$ cat src/rtl/nlms_weight_update.sv
// Serial NLMS coefficient-update engine.
// One tap per clock: a registered product e*x_k feeds a saturating
// accumulate into the coefficient register file on the following edge.
module nlms_weight_update #(
   parameter int TAPS       = 32,
   parameter int XW         = 14,
   parameter int WW         = 32,
   parameter int GAIN_SHIFT = 8
) (
   input  logic                 clk,
   input  logic                 rstn,
   input  logic                 update_start,
   input  logic                 weight_clr,
   input  logic [XW-1:0]        e,
   input  logic [4:0]           mu_shift,
   input  logic [TAPS*XW-1:0]   buffer_flat,
   output logic [TAPS*WW-1:0]   weight_flat,
   output logic                 busy,
   output logic                 done
);

   localparam int IW = $clog2(TAPS + 1);   // tap index counts 0..TAPS
   localparam int PW = 2 * XW + 1;         // signed e times zero-extended x
   localparam int DW = 48;                 // delta width
   localparam int SW = DW + 1;             // accumulate width before saturation
   localparam logic [IW-1:0] LAST_IDX = IW'(TAPS);

   typedef enum logic [1:0] {
      ST_IDLE   = 2'd0,
      ST_UPDATE = 2'd1,
      ST_DONE   = 2'd2
   } state_t;

   // w + delta, clamped to the coefficient range instead of wrapping
   function automatic logic [WW-1:0] sat_add(input logic [WW-1:0] w, input logic [DW-1:0] d);
      logic [SW-1:0] s;
      s = {{(SW-WW){w[WW-1]}}, w} + {d[DW-1], d};
      if (s[SW-1:WW-1] == {(SW-WW+1){s[SW-1]}}) begin
         sat_add = s[WW-1:0];
      end else if (s[SW-1]) begin
         sat_add = {1'b1, {(WW-1){1'b0}}};
      end else begin
         sat_add = {1'b0, {(WW-1){1'b1}}};
      end
   endfunction

   state_t               state_r, state_nxt_s;
   logic [IW-1:0]        idx_r;
   logic [XW-1:0]        e_lat_r;
   logic [4:0]           mu_lat_r;
   logic signed [PW-1:0] prod_r;
   logic [WW-1:0]        w_r [TAPS];
   logic                 busy_r, done_r;

   logic [IW-1:0]        wr_idx_s;
   logic [XW-1:0]        x_s;
   logic [WW-1:0]        w_sel_s;
   logic signed [PW-1:0] e_ext_s, x_ext_s;
   logic signed [DW-1:0] prod_ext_s, shl_s, delta_s;
   logic [WW-1:0]        sum_s;
   logic                 ld_s, mul_en_s, wr_en_s;

   // Next-state logic; a clear always forces the FSM home
   always_comb begin
      state_nxt_s = state_r;
      if (weight_clr) begin
         state_nxt_s = ST_IDLE;
      end else begin
         case (state_r)
            ST_IDLE:   state_nxt_s = update_start ? ST_UPDATE : ST_IDLE;
            ST_UPDATE: state_nxt_s = (idx_r == LAST_IDX) ? ST_DONE : ST_UPDATE;
            ST_DONE:   state_nxt_s = ST_IDLE;
            default:   state_nxt_s = ST_IDLE;
         endcase
      end
   end

   // Pass control strobes and the tap operand / write-target muxes
   always_comb begin
      ld_s     = (state_r == ST_IDLE) && update_start && !weight_clr;
      mul_en_s = (state_r == ST_UPDATE) && (idx_r < LAST_IDX);
      wr_en_s  = (state_r == ST_UPDATE) && (idx_r != {IW{1'b0}});
      wr_idx_s = idx_r - {{(IW-1){1'b0}}, 1'b1};
      x_s      = {XW{1'b0}};
      w_sel_s  = {WW{1'b0}};
      for (int k = 0; k < TAPS; k++) begin
         x_s     = x_s | ({XW{idx_r == IW'(k)}} & buffer_flat[k*XW +: XW]);
         w_sel_s = w_sel_s | ({WW{wr_idx_s == IW'(k)}} & w_r[k]);
      end
   end

   // Product operands, gain/step-size shift (arithmetic, floors) and saturated sum
   always_comb begin
      e_ext_s    = {{(PW-XW){e_lat_r[XW-1]}}, e_lat_r};
      x_ext_s    = {{(PW-XW){1'b0}}, x_s};
      prod_ext_s = {{(DW-PW){prod_r[PW-1]}}, prod_r};
      shl_s      = prod_ext_s <<< GAIN_SHIFT;
      delta_s    = shl_s >>> mu_lat_r;
      sum_s      = sat_add(w_sel_s, delta_s);
   end

   // State register with registered busy/done decoded from the next state
   always_ff @(posedge clk or negedge rstn) begin
      if (!rstn) begin
         state_r <= ST_IDLE;
         busy_r  <= 1'b0;
         done_r  <= 1'b0;
      end else begin
         state_r <= state_nxt_s;
         busy_r  <= (state_nxt_s == ST_UPDATE);
         done_r  <= (state_nxt_s == ST_DONE);
      end
   end

   // Operand latches, tap index and product pipeline register
   always_ff @(posedge clk or negedge rstn) begin
      if (!rstn) begin
         idx_r    <= {IW{1'b0}};
         e_lat_r  <= {XW{1'b0}};
         mu_lat_r <= 5'd0;
         prod_r   <= {PW{1'b0}};
      end else if (weight_clr) begin
         idx_r    <= {IW{1'b0}};
         prod_r   <= {PW{1'b0}};
      end else if (ld_s) begin
         idx_r    <= {IW{1'b0}};
         e_lat_r  <= e;
         mu_lat_r <= mu_shift;
      end else if (mul_en_s) begin
         idx_r    <= idx_r + {{(IW-1){1'b0}}, 1'b1};
         prod_r   <= e_ext_s * x_ext_s;
      end else begin
         idx_r    <= idx_r;
      end
   end

   // Coefficient file: only the tap being written changes on any edge
   always_ff @(posedge clk or negedge rstn) begin
      if (!rstn) begin
         for (int k = 0; k < TAPS; k++) w_r[k] <= {WW{1'b0}};
      end else if (weight_clr) begin
         for (int k = 0; k < TAPS; k++) w_r[k] <= {WW{1'b0}};
      end else if (wr_en_s) begin
         for (int k = 0; k < TAPS; k++) begin
            if (wr_idx_s == IW'(k)) begin
               w_r[k] <= sum_s;
            end else begin
               w_r[k] <= w_r[k];
            end
         end
      end else begin
         for (int k = 0; k < TAPS; k++) w_r[k] <= w_r[k];
      end
   end

   for (genvar g = 0; g < TAPS; g++) begin : g_flat
      assign weight_flat[g*WW +: WW] = w_r[g];
   end

   assign busy = busy_r;
   assign done = done_r;

endmodule

$ cat config.mk
export PLATFORM = sky130hd
export DESIGN_NAME = nlms_weight_update
export DESIGN_NICKNAME = d
export VERILOG_FILES = /design/src/rtl/nlms_weight_update.sv
export SDC_FILE = /design/constraint.sdc
export NUM_CORES = 2
export LEC_CHECK = 0
export BUFFER_PORTS_ARGS = -buffer_cell sky130_fd_sc_hd__buf_2
export CAP_MARGIN = 10
export CORE_AREA = 5 5 581 583
export CTS_CLUSTER_SIZE = 16
export DETAILED_ROUTE_END_ITERATION = 12
export DIE_AREA = 0 0 586 588
export PLACE_DENSITY = 0.44
export SYNTH_ARGS = -nofsm -noshare
export SYNTH_HDL_FRONTEND = slang
export SYNTH_SLANG_ARGS = --single-unit
export TNS_END_PERCENT = 20
$ cat constraint.sdc
create_clock -name clk -period 12.5 [get_ports clk]
set_input_delay 3.125 -clock clk [delete_from_list [all_inputs] [get_ports clk]]
set_output_delay 3.125 -clock clk [all_outputs]
set_load 0.02 [all_outputs]
# == After elaboration in Yosys (flattened, before gate mapping) ==
# Cells that the tools add are included.
# op_classes
addsub,3
multipliers,1
n_lt_le_gt_ge,1
n_eq_ne,68
shifts,1
mux,46
bitwise,127
reduce_logical,78
# ops
cell,count
$mux W1024,2
$mux W32,34
$and A32 B32 Y32,32
$or A32 B32 Y32,31
$and A14 B14 Y14,32
$or A14 B14 Y14,31
$eq A6 B5 Y1 const B,32
$eq A6 B4 Y1 const B,16
$mux W29,3
$reduce_and A2 Y1,34
$reduce_bool A2 Y1,34
$add A32 B48 Y49,1
$eq A6 B3 Y1 const B,8
$sshr A37 B5 Y48,1
$mul A14 B15 Y29,1
$eq A6 B2 Y1 const B,4
$mux W6,3
$eq A17 B17 Y1,1
$eq A6 B1 Y1 const B,2
$logic_not A6 Y1,2
$add A6 B1 Y6 const B,1
$eq A6 B6 Y1 const B,1
$lt A6 B6 Y1 const B,1
$reduce_bool A6 Y1,1
12 further kinds,17
# totals
register_bits,1082
in_bits,471
output_inout_bits,1026
word_cells,364

# == Depth between registers and ports, before layout ==
# depth
ltp_word,40
depth_mapped,37
mapped_depth_nobuf,34

# == Worst setup path before layout ==
# Ideal clock, no wire load.
# synth_path
kind,input to register
start,input buffer_flat[205]
end,register prod_r[28]
setup_time_ns,0.099
arrival_ns,9.725
required_ns,12.401
setup_slack_ns,2.676
stages,28
path_cell_list,a22o_1 > a221oi_1 > nand4_1 > nor3_1 > nand3_1 > clkbuf_1 > and2_1 > fa_1 > inv_1 > fa_1 > inv_1 > fa_1 > fa_1 > fa_1 > inv_1 > fa_1 > inv_1 > ha_1 > a21o_1 > a2111oi_0 > a21oi_1 > a41o_1 > a32oi_1 > a21oi_1 > nand4_1 > a31oi_1 > or3_1 > a311oi_1
# synth_via
elab_chain_len,23
# synth_lines
item,line_no,source
"start, declared",16,"input logic [TAPS*XW-1:0] buffer_flat,"
$and A14 B14 Y14,87,x_s = x_s | ({XW{idx_r == IW'(k)}} & buffer_flat[k*XW +: XW]);
$or A14 B14 Y14 (18 in a row),87,
$mul A14 B15 Y29,131,prod_r <= e_ext_s * x_ext_s;
$mux W29,129,end else if (mul_en_s) begin
$mux W29,125,end else if (ld_s) begin
$mux W29,122,end else if (weight_clr) begin
"end signal, assigned",121,prod_r <= {PW{1'b0}};
"end signal, assigned",124,prod_r <= {PW{1'b0}};
"end signal, assigned",131,
"end, declared",51,logic signed [PW-1:0] prod_r;
# Every way passes these cells. The select of a mux whose other input is x is not followed.
# A chain may end at the register's enable or synchronous reset.

# == Final worst setup path ==
# layout_path
start,input buffer_flat[273]
end,register prod_r[27]
# layout_via
elab_chain_len,18
# layout_lines
item,line_no
$and A14 B14 Y14,87
$or A14 B14 Y14 (13 in a row),87
$mul A14 B15 Y29,131
$mux W29,129
$mux W29,125
$mux W29,122
# Every way passes these cells. The select of a mux whose other input is x is not followed.

==> impl_metrics.sql <==
INSERT INTO impl_metrics (metric_group, metric, value, unit) VALUES
('outcome', 'result_of_the_run', 'finished clean', ''),
('placed_design', 'gp_congestion', '0.968', ''),
('floorplan', 'initial_core_util', '18.4', '%'),
('clock_tree', 'clk_transition_reported_paths', '0.05', 'ns'),
('clock_tree', 'clk_root_buffer_cell', 'clkbuf_16', ''),
('clock_tree', 'hold_buffers', '0', ''),
('synthesis', 'synthMuxAreaShare', '1.42', '%'),
('synthesis', 'synth_compound_area_share', '26.9', '%'),
('timing', 'slew_violations', '0', ''),
('synthesis', 'synth.yosys.seq_area_share', '44.2', '%'),
('critical_path', 'startpoint_type', 'primary input', ''),
('worst_hold_path', 'min-delay-path-class', 'flop to flop', ''),
('critical_path', 'worstPathMaxFanout', '13', ''),
('floorplan', 'dieWidth', '586', 'um'),
('floorplan', 'core-area', '332000', 'um2'),
('timing', 'skew', '0.0943', 'ns'),
('grt', 'maximum_number_of_pins_on_one_net_before_global_route_repair', '179', ''),
('layout', 'area_delta_synth_final', '28.2', '%'),
('grt', 'wire_length_of_the_first_global_routing_pass', '639000', 'um'),
('grt', 'global_route.overflow_total', '0', ''),
('power', 'leakagePower', '35.5', 'nW'),
('critical_path', 'cp.arrival', '11.92', 'ns'),
('floorplan', 'fp.dieH', '588', 'um'),
('drt', 'wl', '494000', 'um'),
('drt', 'route.antenna.remaining_nets', '0', ''),
('critical_path', 'timing.critical_path.to_type', 'flop', ''),
('power', 'peakVddDrop', '364', 'uV'),
('synthesis', 'post_synth_and_or_nand_nor_area_fraction', '13.2', '%'),
('layout', 'most-common-layout-cells', 'buf_2 (1494), dfrtp_1 (1082), nor2_1 (1055), a211oi_1 (927), a22oi_1 (374)', ''),
('floorplan', 'fp.dieArea', '345000', 'um2'),
('critical_path', 'crit_type', 'primary input to flop', ''),
('floorplan', 'floorplan.rows', '212', ''),
('synthesis', 'number_of_flops_mapped_to_enable_cells_by_yosys', '0', ''),
('placed_design', 'half_perimeter_wire_length_of_the_detailed_placement_result', '381000', 'um'),
('clock_tree', 'cts_buffers', '146', ''),
('critical_path', 'required', '13.16', 'ns'),
('timing', 'rsz0062_at_grt', 'no', ''),
('timing', 'worst_slew_margin_rel', '17.0', '%'),
('placed_design', 'place_inst', '11800', ''),
('floorplan', 'top_level_ports', '1497', ''),
('synthesis', 'synth_flop_cell', 'dfrtp_1', ''),
('synthesis', 'netlist_area_pre_place', '61200', 'um2'),
('clock_tree', 'cts_tree', 'done', ''),
('synthesis', 'synth_area_leaders', 'dfrtp_1 (44%), a211oi_1 (11%), nor2_1 (6.6%)', ''),
('grt', 'antenna_found_initial', '96', ''),
('synthesis', 'main_combinational_cell_family_by_area_after_synthesis', 'compound AO/OA/AOI/OAI gates', ''),
('layout', 'layout_commonest_cell', 'buf_2', ''),
('drt', 'detail_route.wl_per_cell', '40.9', 'um'),
('drt', 'detail_route.vias_per_cell', '5.28', ''),
('clock_tree', 'cts_resized', '0', ''),
('timing', 'final-setup-viol-count', '0', ''),
('timing', 'finalHoldWorstSlack', '0.516', 'ns'),
('synthesis', 'synth.lib_cells_used.distinct', '75', ''),
('clock_tree', 'postCtsSetupRepairBufs', '0', ''),
('layout', 'final_layout_size_suffix_gt1_share', '28.2', '%'),
('grt', 'grt_pass1_vias', '61000', ''),
('synthesis', 'netlist.area_leader.share', '44.2', '%'),
('timing', 'fin_tns_setup', '0', 'ns'),
('layout', 'final_nets', '8312', ''),
('timing', 'final_hold_vios', '0', ''),
('synthesis', 'ys_seq_elements', '1082', ''),
('job', 'max_cap_violations', '0', ''),
('clock_tree', 'largest_buffer_count_on_any_clock_path', '4', ''),
('clock_tree', 'cts-htree-levels', '4', ''),
('drt', 'num_vias', '63800', ''),
('synthesis', 'ys_async_sr_fraction', '100', '%'),
('drt', 'detail_route.first_pass.iterations', '8', ''),
('placed_design', 'portBuffers', '1496', ''),
('drt', 'drcViolationCount', '0', ''),
('synthesis', 'yosys.area_share.xor_xnor', '0.773', '%'),
('grt', 'grt_use_total', '27.4', '%');
## state kept, by name (all words and copies together) (netlist names)
register / cells
e_lat_r: 14
idx_r: 6
done: 1
busy: 1
prod_r: 29
state_r: 2
mu_lat_r: 5
weight_flat: 1024
## stage by stage
step | cell area, um2 | setup slack (ns) | util, % | total power, mW
2_1_floorplan | 61200 | 2.68 | - | 9.03
3_3_place_gp | 73500 | 0.490 | 22.1 | 12.1
3_5_place_dp | 73500 | 0.649 | 22.1 | 12.0
4_1_cts | 78400 | 1.49 | 23.6 | 16.5
5_1_grt | 78400 | 1.07 | 23.6 | 17.4
6_report | 78500 | 1.25 | 23.6 | 16.4
## kinds of logic after synthesis
| group | count (synthesis) |
|---|---|
| AOI/OAI and AO/OA | 2144 |
| DFF | 1082 |
| muxes | 66 |
| and+or+nand+nor | 1854 |
| adders and majority gates | 292 |
| buffers and inverters | 881 |
| xor gates and xnor gates | 54 |
## Yosys cell counts, drive strengths merged (29+ instances only)
cell / n
a211oi: 976
a21o: 29
a21oi: 159
a221oi: 187
a22o: 182
a22oi: 374
and2: 131
and3: 30
buf: 151
clkbuf: 523
dfrtp: 1082
fa: 143
ha: 149
inv: 205
nand2: 283
nand3: 104
nand4: 89
nor2: 1078
nor3: 33
o21ai: 134
or3: 31
xnor2: 37
## worst max-delay path: cells and delay by family
family / cells / cell delay (ns)
adders and majority gates: 7 / 3.23
xor gates and xnor gates: 1 / 0.20
AOI/OAI and AO/OA: 9 / 3.51
buffers and inverters: 8 / 0.73
and+or+nand+nor: 4 / 1.09
## where the power goes
group	switching (mW)	leakage (nW)	internal, mW
Sequential	0.282	14.8	3.69
Combinational	5.25	18.3	2.77
Clock	1.82	2.38	2.61
## final timing paths
kind | end | depth (start not counted) | start | slack (ns)
worst max-delay path | prod_r[27] | 29 | buffer_flat[273] | 1.25
worst min register to register | weight_flat[106] | 2 | weight_flat[106] | 0.52
max in group asynchronous | weight_flat[477] | 3 | rstn | 7.63
worst min-delay path | weight_flat[106] | 2 | weight_flat[106] | 0.52
worst max register to register | weight_flat[485] | 28 | idx_r[0] | 1.86
min in group asynchronous | busy | 1 | rstn | 2.17
## layout make-up
class / count / area [um2]
diodes: 37 / 92.6
repair buffers: 1702 / 9150
flip-flops and latches: 1082 / 27100
multi-input cells: 4410 / 31000
clock inverters: 45 / 641
well taps: 4387 / 5490
fillers: 36200 / 254000
inverters: 207 / 777
clock buffers: 205 / 4220
## per-layer routing
layer  share of wire [%]  routed length, um  GRT usage (%)  vias to the layer above
li1                    -                  -              -                    25800
met4                 5.4              26900           11.6                       30
met1                  40             198000           34.5                    33100
met2                  44             217000           42.2                     3972
met5               0.036                179              0                        -
met3                  11              52700           9.88                      808
(Power assumes the default switching activity.)
